==> src/rtl/control_sequencer_if.sv <==
// Memory port and ALU port of the accumulator machine, as seen by the sequencer.
// master = sequencer side, slave = memory/ALU side.
interface control_sequencer_if;
  logic [15:0] mem_addr;
  logic [15:0] mem_wdata;
  logic        mem_we;
  logic [15:0] mem_rdata;
  logic [3:0]  alu_op;
  logic [15:0] alu_a;
  logic [15:0] alu_b;
  logic [15:0] alu_result;

  modport master (
    output mem_addr, mem_wdata, mem_we, alu_op, alu_a, alu_b,
    input  mem_rdata, alu_result
  );

  modport slave (
    input  mem_addr, mem_wdata, mem_we, alu_op, alu_a, alu_b,
    output mem_rdata, alu_result
  );
endinterface

==> src/rtl/control_sequencer.sv <==
// Fetch-decode-execute sequencer for the 16-bit accumulator machine.
// Define CONTROL_SEQUENCER_INDIRECT_EN to build ADDI/JUMPI; otherwise 0xB/0xC are NOPs.
module control_sequencer #(
  parameter logic [11:0] RESET_PC = 12'h000
) (
  input  logic                       i_clk,
  input  logic                       i_reset,
  input  logic                       i_start,
  control_sequencer_if.master        bus,
  output logic [11:0]                o_pc,
  output logic [15:0]                o_ac,
  output logic [15:0]                o_ir,
  output logic                       o_halted,
  output logic                       o_retire
);

  typedef enum logic [3:0] {
    S_IDLE, S_F0, S_F1, S_F2, S_DEC, S_RD, S_EX, S_STORE, S_HALT
  } state_t;

  localparam logic [3:0] OP_LOAD  = 4'h1;
  localparam logic [3:0] OP_STORE = 4'h2;
  localparam logic [3:0] OP_ADD   = 4'h3;
  localparam logic [3:0] OP_SUBT  = 4'h4;
  localparam logic [3:0] OP_AND   = 4'h5;
  localparam logic [3:0] OP_OR    = 4'h6;
  localparam logic [3:0] OP_HALT  = 4'h7;
  localparam logic [3:0] OP_SKIP  = 4'h8;
  localparam logic [3:0] OP_JUMP  = 4'h9;
  localparam logic [3:0] OP_CLEAR = 4'hA;
  localparam logic [3:0] OP_ADDI  = 4'hB;
  localparam logic [3:0] OP_JUMPI = 4'hC;

  state_t             r_state, w_state_nxt;
  logic        [11:0] r_pc, w_pc_nxt;
  logic        [11:0] r_mar, w_mar_nxt;
  logic        [15:0] r_mbr, w_mbr_nxt;
  logic        [15:0] r_ir, w_ir_nxt;
  logic signed [15:0] r_ac, w_ac_nxt;
  logic        [3:0]  w_opc;
  logic               w_retire;
  logic               w_unused_mbr;

`ifdef CONTROL_SEQUENCER_INDIRECT_EN
  logic r_ind, w_ind_nxt;
  logic w_ind_pend;
  assign w_ind_pend = ((w_opc == OP_ADDI) || (w_opc == OP_JUMPI)) && !r_ind;
`endif

  // SKIPCOND: IR[11:10] selects AC<0, AC==0, AC>0 or never.
  function automatic logic f_skip(input logic [1:0] cond, input logic signed [15:0] ac);
    case (cond)
      2'b00:   f_skip = (ac < 0);
      2'b01:   f_skip = (ac == 0);
      2'b10:   f_skip = (ac > 0);
      default: f_skip = 1'b0;
    endcase
  endfunction

  assign w_opc = r_ir[15:12];
  // MBR mirrors the last operand read; nothing downstream consumes it.
  assign w_unused_mbr = ^r_mbr;

  always_comb begin
    w_state_nxt = r_state;
    w_pc_nxt    = r_pc;
    w_mar_nxt   = r_mar;
    w_mbr_nxt   = r_mbr;
    w_ir_nxt    = r_ir;
    w_ac_nxt    = r_ac;
    w_retire    = 1'b0;
`ifdef CONTROL_SEQUENCER_INDIRECT_EN
    w_ind_nxt   = r_ind;
`endif
    case (r_state)
      S_IDLE, S_HALT: begin
        if (i_start) begin
          w_pc_nxt    = RESET_PC;
          w_state_nxt = S_F0;
        end
      end
      S_F0: begin
        w_mar_nxt   = r_pc;
        w_state_nxt = S_F1;
      end
      S_F1: w_state_nxt = S_F2;
      S_F2: begin
        w_ir_nxt    = bus.mem_rdata;
        w_pc_nxt    = r_pc + 12'd1;
        w_state_nxt = S_DEC;
      end
      S_DEC: begin
        w_mar_nxt   = r_ir[11:0];
        w_state_nxt = S_F0;
        w_retire    = 1'b1;
        case (w_opc)
          OP_LOAD, OP_ADD, OP_SUBT, OP_AND, OP_OR: begin
            w_state_nxt = S_RD;
            w_retire    = 1'b0;
          end
`ifdef CONTROL_SEQUENCER_INDIRECT_EN
          OP_ADDI, OP_JUMPI: begin
            w_state_nxt = S_RD;
            w_retire    = 1'b0;
          end
`endif
          OP_STORE: begin
            w_state_nxt = S_STORE;
            w_retire    = 1'b0;
          end
          OP_HALT:  w_state_nxt = S_HALT;
          OP_SKIP:  if (f_skip(r_ir[11:10], r_ac)) w_pc_nxt = r_pc + 12'd1;
          OP_JUMP:  w_pc_nxt = r_ir[11:0];
          OP_CLEAR: w_ac_nxt = '0;
          default:  ;
        endcase
      end
      S_RD: w_state_nxt = S_EX;
      S_EX: begin
        w_mbr_nxt   = bus.mem_rdata;
        w_state_nxt = S_F0;
        w_retire    = 1'b1;
        case (w_opc)
          OP_LOAD:                          w_ac_nxt = bus.mem_rdata;
          OP_ADD, OP_SUBT, OP_AND, OP_OR:   w_ac_nxt = bus.alu_result;
`ifdef CONTROL_SEQUENCER_INDIRECT_EN
          OP_ADDI:                          w_ac_nxt = bus.alu_result;
          OP_JUMPI:                         w_pc_nxt = bus.mem_rdata[11:0];
`endif
          default: ;
        endcase
`ifdef CONTROL_SEQUENCER_INDIRECT_EN
        w_ind_nxt = 1'b0;
        // First pass of an indirect op only chases the pointer.
        if (w_ind_pend) begin
          w_ac_nxt    = r_ac;
          w_pc_nxt    = r_pc;
          w_mar_nxt   = bus.mem_rdata[11:0];
          w_ind_nxt   = 1'b1;
          w_state_nxt = S_RD;
          w_retire    = 1'b0;
        end
`endif
      end
      S_STORE: begin
        w_state_nxt = S_F0;
        w_retire    = 1'b1;
      end
      default: w_state_nxt = S_IDLE;
    endcase
  end

  always_ff @(posedge i_clk or negedge i_reset) begin
    if (!i_reset) begin
      r_state <= S_IDLE;
      r_pc    <= RESET_PC;
      r_mar   <= '0;
      r_mbr   <= '0;
      r_ir    <= '0;
      r_ac    <= '0;
`ifdef CONTROL_SEQUENCER_INDIRECT_EN
      r_ind   <= 1'b0;
`endif
    end else begin
      r_state <= w_state_nxt;
      r_pc    <= w_pc_nxt;
      r_mar   <= w_mar_nxt;
      r_mbr   <= w_mbr_nxt;
      r_ir    <= w_ir_nxt;
      r_ac    <= w_ac_nxt;
`ifdef CONTROL_SEQUENCER_INDIRECT_EN
      r_ind   <= w_ind_nxt;
`endif
    end
  end

  always_comb begin
    bus.alu_op = 4'b0000;
    if (r_state == S_EX) begin
      case (w_opc)
        OP_SUBT: bus.alu_op = 4'b0001;
        OP_AND:  bus.alu_op = 4'b1000;
        OP_OR:   bus.alu_op = 4'b1001;
        default: bus.alu_op = 4'b0000;
      endcase
    end
  end

  assign bus.mem_addr  = {4'b0000, r_mar};
  assign bus.mem_wdata = r_ac;
  assign bus.mem_we    = (r_state == S_STORE);
  assign bus.alu_a     = r_ac;
  assign bus.alu_b     = bus.mem_rdata;

  assign o_pc     = r_pc;
  assign o_ac     = r_ac;
  assign o_ir     = r_ir;
  assign o_halted = (r_state == S_HALT);
  assign o_retire = w_retire;

endmodule
==> src/flat_wrapper.sv <==
// flat-port wrapper written by rule: the top's interface ports become plain ports
module control_sequencer_flat 
#(
  parameter logic [11:0] RESET_PC = 12'h000
)
  (i_clk, i_reset, i_start, o_pc, o_ac, o_ir, o_halted, o_retire, bus_mem_addr, bus_mem_wdata, bus_mem_we, bus_alu_op, bus_alu_a, bus_alu_b, bus_mem_rdata, bus_alu_result);
  control_sequencer_if bus_i ();
  input  logic i_clk;
  input  logic i_reset;
  input  logic i_start;
  output logic [11:0] o_pc;
  output logic [15:0] o_ac;
  output logic [15:0] o_ir;
  output logic o_halted;
  output logic o_retire;
  output wire logic [$bits(bus_i.mem_addr)-1:0] bus_mem_addr;
  output wire logic [$bits(bus_i.mem_wdata)-1:0] bus_mem_wdata;
  output wire logic [$bits(bus_i.mem_we)-1:0] bus_mem_we;
  output wire logic [$bits(bus_i.alu_op)-1:0] bus_alu_op;
  output wire logic [$bits(bus_i.alu_a)-1:0] bus_alu_a;
  output wire logic [$bits(bus_i.alu_b)-1:0] bus_alu_b;
  input wire logic [$bits(bus_i.mem_rdata)-1:0] bus_mem_rdata;
  input wire logic [$bits(bus_i.alu_result)-1:0] bus_alu_result;
  assign bus_mem_addr = bus_i.mem_addr;
  assign bus_mem_wdata = bus_i.mem_wdata;
  assign bus_mem_we = bus_i.mem_we;
  assign bus_alu_op = bus_i.alu_op;
  assign bus_alu_a = bus_i.alu_a;
  assign bus_alu_b = bus_i.alu_b;
  assign bus_i.mem_rdata = bus_mem_rdata;
  assign bus_i.alu_result = bus_alu_result;
  control_sequencer #(.RESET_PC(RESET_PC)) u_core (.i_clk(i_clk), .i_reset(i_reset), .i_start(i_start), .bus(bus_i), .o_pc(o_pc), .o_ac(o_ac), .o_ir(o_ir), .o_halted(o_halted), .o_retire(o_retire));
endmodule
==> config.mk <==
export PLATFORM = sky130hd
export DESIGN_NAME = control_sequencer_flat
export DESIGN_NICKNAME = d
export VERILOG_FILES = /design/src/rtl/control_sequencer_if.sv /design/src/rtl/control_sequencer.sv /design/src/flat_wrapper.sv
export SDC_FILE = /design/constraint.sdc
export NUM_CORES = 1
export LEC_CHECK = 0
export ABC_CLOCK_PERIOD_IN_PS = 2020
export CAP_MARGIN = 20
export CORE_AREA = 2 2 102 104
export DETAILED_ROUTE_END_ITERATION = 8
export DIE_AREA = 0 0 104 106
export GPL_ROUTABILITY_DRIVEN = 0
export HOLD_SLACK_MARGIN = 0.08
export PLACE_DENSITY = 0.87
export SLEW_MARGIN = 20
export SYNTH_ARGS = -nofsm -noshare
export SYNTH_HDL_FRONTEND = slang
export SYNTH_SLANG_ARGS = --single-unit
==> constraint.sdc <==
create_clock -name i_clk -period 2.02 [get_ports i_clk]
set_input_delay 0.202 -clock i_clk [delete_from_list [all_inputs] [get_ports i_clk]]
set_output_delay 0.202 -clock i_clk [all_outputs]
set_load 0.02 [all_outputs]
==> flow_summary.json <==
{
  "status": "complete, but fails checks",
  "violations": "negative setup slack",
  "die_area_sq_um": 11000,
  "max_freq_mhz": 467,
  "rsz0062_at_grt": "yes",
  "drt_iter0_markers": 243,
  "path_clk_slew_ns": 0.07,
  "cts_tree": "yes",
  "power.density_nw_per_um2": 1670,
  "layout_common_cells": "137 x clkdlybuf4s50_1, 90 x nand2_1, 68 x buf_4, 58 x dfrtp_1, 29 x mux2i_1",
  "clk_latency_ns": 0.34,
  "core_sq_um": 10000,
  "dr.pass1.iters": 5,
  "ios": 150,
  "critPathBufInv": 3,
  "grt_max_degree": 60,
  "hold_path_class": "input port to async pin",
  "die_w_um": 104,
  "antenna_left": 0,
  "grt_usage_pct": 21.9,
  "grt_pass1_vias": 3785,
  "diodes": 0,
  "slew_headroom_pct": 61.1,
  "synth_flop_cell": "dfrtp_1",
  "finalPower_w": 0.00980,
  "maxSlewViolCount": 0,
  "place_hpwl_um": 9040,
  "fin_area_sq_um": 5860,
  "cap_viol_max_count": 0,
  "end_kind": "flip-flop",
  "ys_ff_latch": 60,
  "start_util_pct": 38.7,
  "avgSynthCellArea_sq_um": 8.69,
  "power_leakage_nw": 2.51,
  "htreeDepth": 3,
  "max_stage_delay_ns": 0.59,
  "routed_via_density": 5.32,
  "antenna_found_initial": 0,
  "wl_per_cell_um": 16.8,
  "place_area_sq_um": 5480,
  "crit_fanout": 5,
  "criticalPathCategory": "flip-flop to flip-flop",
  "cp_data_arrival_time_ns": 2.37,
  "peakVddDrop_v": 0.000925,
  "setup_viol": 12,
  "num_rows": 37,
  "critical_path.top_delay_family": "simple AND/OR/NAND/NOR gates",
  "critical_path_required_ns": 2.25,
  "drive_above_1_share_pct": 19.5,
  "skew_ns": 0.00532,
  "cts_buffer_depth": 2,
  "num_vias": 3884,
  "syn_inst": 445,
  "drt_wl_total_um": 12300,
  "drcViolationCount": 0,
  "fin_crit_ns": 2.14,
  "cts_sinks": 60,
  "nNetsFinal": 625,
  "numCtsBuffers": 9,
  "worst_slew_pin_slew_ns": 0.569,
  "die_h_um": 106,
  "synth_cell_types": 58,
  "fin_tns_setup_ns": -0.818,
  "crit_chain": "or4b_4 -> buf_6 -> a2111oi_4 -> buf_6 -> buf_12 -> nand2_4 -> a211o_1",
  "fin_ws_ns": -0.120,
  "grt_overflow": 0,
  "ys_async_sr_fraction_pct": 100,
  "period_share_pct": 106,
  "critPathSlowestCell": "or4b_4",
  "cp_common_cell": "buf_6",
  "area_delta_synth_final_pct": 51.5,
  "grt_pass1_wl_um": 19500,
  "seq_area_frac_synth_pct": 38.8,
  "portBuffers": 143,
  "layout_commonest_cell": "clkdlybuf4s50_1",
  "synth_edf_count": 0,
  "syn_area_sq_um": 3860,
  "yosys_warnings": 0,
  "cp-start-kind": "flip-flop",
  "cts-root-buf": "clkbuf_8",
  "hold_viol": 0,
  "nFillCells": 869
}
==> timing repair <==
item,CTS,global route
endpoints found under the setup margin,17,16
hold endpoints to repair,60,0
gates cloned,1,0
hold buffers,1,0
buffers inserted,6,1
resized for setup,27,8
pin swaps,2,2
==> per-layer routing <==
layer  vias to the layer above  track usage (%)  share of wire, %
met5                         -                0                 0
met4                         0             7.24               2.5
met3                        36             5.15               7.7
met2                       203             38.0                50
met1                      1861             27.0                40
li1                       1784                -                 -
==> cell usage after synthesis, types with 3 or more instances <==
| library cell | n | area (sq um) |
|---|---|---|
| nor4_1 | 5 | 31.3 |
| a31oi_1 | 5 | 31.3 |
| o31ai_1 | 19 | 143 |
| buf_4 | 54 | 405 |
| nand3b_1 | 3 | 22.5 |
| and2_1 | 5 | 31.3 |
| dfrtp_1 | 60 | 1500 |
| nor2_1 | 15 | 56.3 |
| nor2b_1 | 3 | 18.8 |
| inv_1 | 7 | 26.3 |
| mux2i_1 | 30 | 300 |
| and3_1 | 4 | 25.0 |
| a221oi_1 | 4 | 35.0 |
| nand2_1 | 90 | 338 |
| clkbuf_1 | 22 | 82.6 |
| nor3_1 | 7 | 35.0 |
| a32oi_1 | 4 | 35.0 |
| a21oi_1 | 10 | 50.1 |
| a211oi_1 | 3 | 22.5 |
| o21ai_0 | 24 | 120 |
| buf_2 | 9 | 45.0 |
| nand3_1 | 9 | 45.0 |
| o2bb2ai_1 | 3 | 26.3 |
| a211o_1 | 3 | 26.3 |
==> worst reg2reg max path: cells and delay by family (launching register included) <==
family | cells | cell delay, ns
AOI/OAI and AO/OA | 2 | 0.53
buffers and inverters | 3 | 0.45
DFF | 1 | 0.42
and+or+nand+nor | 2 | 0.64
==> final timing paths <==
| kind | startpoint | to | slack [ns] | cells after the start |
|---|---|---|---|---|
| min in group i_clk | bus_mem_rdata[5] | u_core.o_ir[5] | 0.45 | 3 |
| worst max-delay path | u_core.r_state[1] | u_core.o_pc[7] | -0.12 | 7 |
| worst max register to register | u_core.r_state[1] | u_core.o_pc[7] | -0.12 | 7 |
| worst min-delay path | i_reset | u_core.r_mar[5] | 0.18 | 2 |
| max in group asynchronous | i_reset | u_core.o_ir[15] | 1.31 | 3 |
| worst min register to register | u_core.o_ir[11] | u_core.o_ir[11] | 0.53 | 2 |
==> stage by stage <==
stage | std cells | hold slack, ns | util (%) | worst slack [ns]
6_report | 730 | 0.178 | 58.6 | -0.120
5_1_grt | 730 | 0.170 | 58.6 | -0.191
4_1_cts | 729 | 0.172 | 58.2 | -0.0801
3_5_place_dp | 705 | 0.00939 | 54.8 | -0.182
3_3_place_gp | 705 | 0.0100 | 54.8 | -0.0886
2_1_floorplan | 450 | -0.0936 | - | -0.0403
==> layout make-up <==
class | count | area, sq um | area share, %
multi-input cells | 295 | 1880 | 32.1
clock buffers | 11 | 151 | 2.58
inverters | 7 | 26.3 | 0.449
repair buffers | 216 | 2020 | 34.4
well taps | 136 | 170 | 2.91
clock inverters | 5 | 106 | 1.82
flip-flops and latches | 60 | 1500 | 25.7
==> state kept, by name, summed over array words and instances (netlist names) <==
| register | cells |
|---|---|
| u_core.o_pc | 12 |
| u_core.o_ir | 16 |
| u_core.bus.alu_a | 16 |
| u_core.r_state | 4 |
| u_core.r_mar | 12 |
==> cell families (layout without fill, tap and decap cells) <==
kind of cell	Yosys count	in the layout	share of synthesized area, %
compound gates	91	91	16.5
flops	60	60	38.8
buf+inv	95	239	15.2
fa+ha+maj	1	1	0.324
simple gates	163	163	20.3
xor+xnor	3	3	0.680
mux	31	31	8.06
other cells	1	6	0.0970
==> where the power goes <==
part / total [W] / switching [W] / internal, W
sequential: 0.00230 / 0.000578 / 0.00172
clock: 0.00140 / 0.000506 / 0.000891
combinational: 0.00610 / 0.00319 / 0.00291
Power figures use the tool's default switching activity.
==> patch 1: new RTL, same settings <==
Add an input register stage for `i_start`, cleared by the reset; this delays it by one clock. The other inputs are not delayed to match.
--- a/src/rtl/control_sequencer.sv
+++ b/src/rtl/control_sequencer.sv
@@ -33,2 +33,12 @@
 
+  logic i_start_q;
+
+  always_ff @(posedge i_clk or negedge i_reset) begin
+    if (!i_reset) begin
+      i_start_q <= '0;
+    end else begin
+      i_start_q <= i_start;
+    end
+  end
+
   state_t             r_state, w_state_nxt;
@@ -76,3 +86,3 @@
       S_IDLE, S_HALT: begin
-        if (i_start) begin
+        if (i_start_q) begin
           w_pc_nxt    = RESET_PC;
Formal check against the unedited RTL: not equivalent (Yosys sat finds a counterexample within 10 cycles, from zero or initial values and one cycle with i_reset low).
==> patch 1 against the original RTL <==
The run still ends with setup timing left; wire length decreased by 8.5%; sequential cell count increased by 1; area after synthesis decreased by 5.4%; worst setup slack improved by 68 ps; total power decreased by 8.8%; cell area decreased by 6.7%; via count decreased by 8.4%; hold slack improved by 130 ps; critical endpoint is now u_core.o_pc[2]$_DFFE_PN0P_; largest cell class unchanged.
==> patch 1: results (changes against the original RTL) <==
[global_routing]
grt_pass1_vias=3544  ; -6.4%
grt_start_max_net_pins=62  ; +3.3%
grtUsageTotal_pct=20.2  ; -1.8 points
grt_first_pass_wirelength_um=17700  ; -9.3%

[sta]
setup_violations=11  ; -1
skew_ps=11.1  ; +5.74 ps
timing.final.ws_setup_ps=-51.9  ; +68.4 ps

[worst_hold_path]
hold_class=in2reg

[worst_setup_path]
cp_max_fo=4  ; -1
worstPathArrival_ps=2300  ; -70 ps
regToRegEndpoint=u_core.o_pc[2]$_DFFE_PN0P_
r2r_start=u_core.r_state[1]$_DFFE_PN0P_

[status]
violations=setup timing
status=finished with violations

[synth]
synth.area.top_cells=dfrtp_1 (42%), buf_4 (11%), mux2i_1 (7.9%)
yosysUniqueCellTypes=48  ; -17%
ys_seq_area_share_pct=41.8  ; +2.9 points
synthTopCellsByCount=nand2_1 (77), dfrtp_1 (61), buf_4 (54)
avgSynthCellArea_um2=8.98  ; +3.4%

[cells_and_area]
fillCellCount=906  ; +4.3%
final_cells=680  ; -6.8%
fin_nets=575  ; -8.0%
drive_gt1_share_pct=17.5  ; -2.1 points

[routing]
num_vias=3559  ; -8.4%

[place]
dpl.cell_count=659  ; -6.5%
dp_hpwl_um=8310  ; -8.1%
place_area_um2=5160  ; -5.9%

[power]
peakVddDrop_mv=1.13  ; +23%
power_leakage_uw=0.00226  ; -9.9%

## patch 1: kinds of logic (layout without fill, tap and decap cells)
kind of cell               after synthesis  count (layout)  share of synthesized area, %
other                                    1               6                         0.103
and+or+nand+nor                        143             143                          18.7
adders and majority gates                1               1                         0.342
AOI/OAI and AO/OA                       79              79                          14.5
muxes                                   33              33                          9.17
buffers and inverters                   85             217                          14.4
xor gates and xnor gates                 4               4                         0.958
DFF                                     61              61                          41.8
## patch 1: worst max path at each step
| stage | end | cells after the start | slack, ps |
|---|---|---|---|
| finish | u_core.o_pc[2]$_DFFE_PN0P_ | 5 | -50 |
| global route | u_core.o_pc[2]$_DFFE_PN0P_ | 5 | -90 |
| CTS | u_core.o_pc[10]$_DFFE_PN0P_ | 6 | -20 |
| detailed placement | u_core.o_pc[4]$_DFFE_PN0P_ | 6 | -290 |
| global placement | u_core.o_pc[2]$_DFFE_PN0P_ | 5 | -130 |
| floorplan | u_core.o_pc[0]$_DFFE_PN0P_ | 6 | -80 |
## patch 1: where the power goes
group | total, uW | internal, uW | switching [uW]
registers | 2220 | 1720 | 507
logic | 5640 | 2700 | 2940
clock network | 1070 | 567 | 503
## patch 1: area by class of cell
cell class                 count  area share (%)
timing repair buffer         190            32.7
clock inverter                 6            1.17
multi-input combinational    266            31.9
tap                          136            3.11
inverter                      11           0.756
sequential                    61            28.0
clock buffer                  10            2.34
## patch 1: what timing repair did
action / CTS / global route
endpoints found under the setup margin: 17 / 29
hold endpoints to repair: 61 / 0
hold buffers: 1 / 0
setup buffers: 2 / 2
resized for setup: 21 / 13
pin swaps: 7 / 6
## patch 1: stage by stage
stage	setup slack (ps)	utilization [%]	power [uW]	hold slack, ps	setup TNS [ps]
5_1_grt	-94.4	54.6	9410	337	-848
3_5_place_dp	-289	51.6	7690	237	-2490
4_1_cts	-23.8	54.2	8880	309	-60.3
3_3_place_gp	-127	51.6	7560	231	-1030
6_report	-51.9	54.6	8930	308	-344
2_1_floorplan	-80.0	-	5410	-93.6	-160
## patch 1: worst max-delay path, stage by stage, from the launching register on
cell and delay (ps):
dfrtp_1 400, or4b_4 560, or2_4 270, a211oi_4 280, nand2_1 170, a32o_1 260
## patch 1: layer usage
layer	vias up	routed length, um	track usage, %
met2	211	5720	36.1
met3	19	904	5.15
li1	1635	-	-
met4	0	142	3.86
met5	-	0	0
met1	1694	4460	24.8
==> patch 2: new RTL, same settings <==
Made on the original files. Build with the macro `CONTROL_SEQUENCER_INDIRECT_EN` defined.
--- a/src/rtl/control_sequencer.sv
+++ b/src/rtl/control_sequencer.sv
@@ -2,2 +2,4 @@
 // Define CONTROL_SEQUENCER_INDIRECT_EN to build ADDI/JUMPI; otherwise 0xB/0xC are NOPs.
+`define CONTROL_SEQUENCER_INDIRECT_EN
+
 module control_sequencer #(
Function: changed (a bounded check fails within 10 cycles, from zero or initial values and one cycle with i_reset low).
==> patch 2 against the original RTL <==
The run still ends with setup timing left; wire length increased by 7.7%; cell area increased by 0.96%; critical path type unchanged; area after synthesis increased by 1.7%; sequential cell count increased by 1; total power increased by 14%; worst setup slack improved by 12 ps; largest power group unchanged; via count increased by 1.2%; first-iteration DRC count increased to 3.2 times the old value; clock power decreased by 19%.
==> patch 2: results (changes against the original RTL) <==
[status]
status=finished with violations
violations=setup timing

[worst_setup_path]
cpPeakStageDelay_ps=470  ; -120 ps
cp_max_fo=6  ; +1

[global_routing]
grtUsageTotal_pct=23.5  ; +1.6 points
grt_start_max_net_pins=25  ; -58%
grt_first_pass_wirelength_um=20600  ; +5.3%

[place]
dp_hpwl_um=9400  ; +4.0%
dp_slack_ps=-364  ; -183 ps

[clock_tree]
clk_pin_slew_worst_paths_ps=90  ; +20 ps
cts_resized=35  ; +30%

[routing]
wl_per_cell_um=19.5  ; +16%
num_vias=3930  ; +1.2%

[power]
peakVddDrop_mv=0.705  ; -24%

[sta]
setup_violations=11  ; -1
fin_setup_tns_ps=-617  ; +201 ps
whs_ps=319  ; +141 ps
skew_ps=13.9  ; +8.53 ps
timing.final.ws_setup_ps=-108  ; +11.8 ps

[cells_and_area]
drive_gt1_share_pct=27.6  ; +8.1 points
clock_buffer_count=9  ; -2
fillCellCount=796  ; -8.4%
seqCellArea_um2=1530  ; +1.7%
buf_share_pct=33.0  ; -1.4 points
multi_input_area_share_pct=34.4  ; +2.3 points
num-multi-input-gates=249  ; -16%
inv_count=5  ; -2

[synth]
synth_compound_area_share_pct=16.6  ; +0.098 points
synth_xor_area_share_pct=0.223  ; -0.46 points
synthTopCellsByCount=dfrtp_1 (61), buf_4 (55), nor2_1 (38)
ys_seq_area_share_pct=38.8  ; about the same

-- patch 2: cell types whose count changed after synthesis, sizes merged, moves of 7 or more --
| cell | delta |
|---|---|
| a21oi | +7 |
| a222oi | +17 |
| clkbuf | -12 |
| mux2 | +32 |
| mux2i | -11 |
| nand2 | -79 |
| nor2 | +24 |
| o211ai | +8 |
| o21ai | -13 |
| o31ai | -18 |
-- patch 2: worst reg2reg max path: cells and delay by family (launching register included) --
| kind | cells | cell delay, ps |
|---|---|---|
| AO/OA/AOI/OAI | 3 | 770 |
| buffers and inverters | 3 | 510 |
| flip-flops | 1 | 440 |
| AND/OR/NAND/NOR | 2 | 310 |
-- patch 2: report_power, final --
group / switching (uW) / internal, uW
registers: 615 / 1770
logic: 3880 / 3780
clock network: 547 / 588
total: 5050 / 6140
-- patch 2: metal layers --
metal  routed length (um)  track usage, %
met1                 4960            28.3
met2                 6540            40.3
met3                 1290            5.76
met4                  434            9.94
met5                    0               0
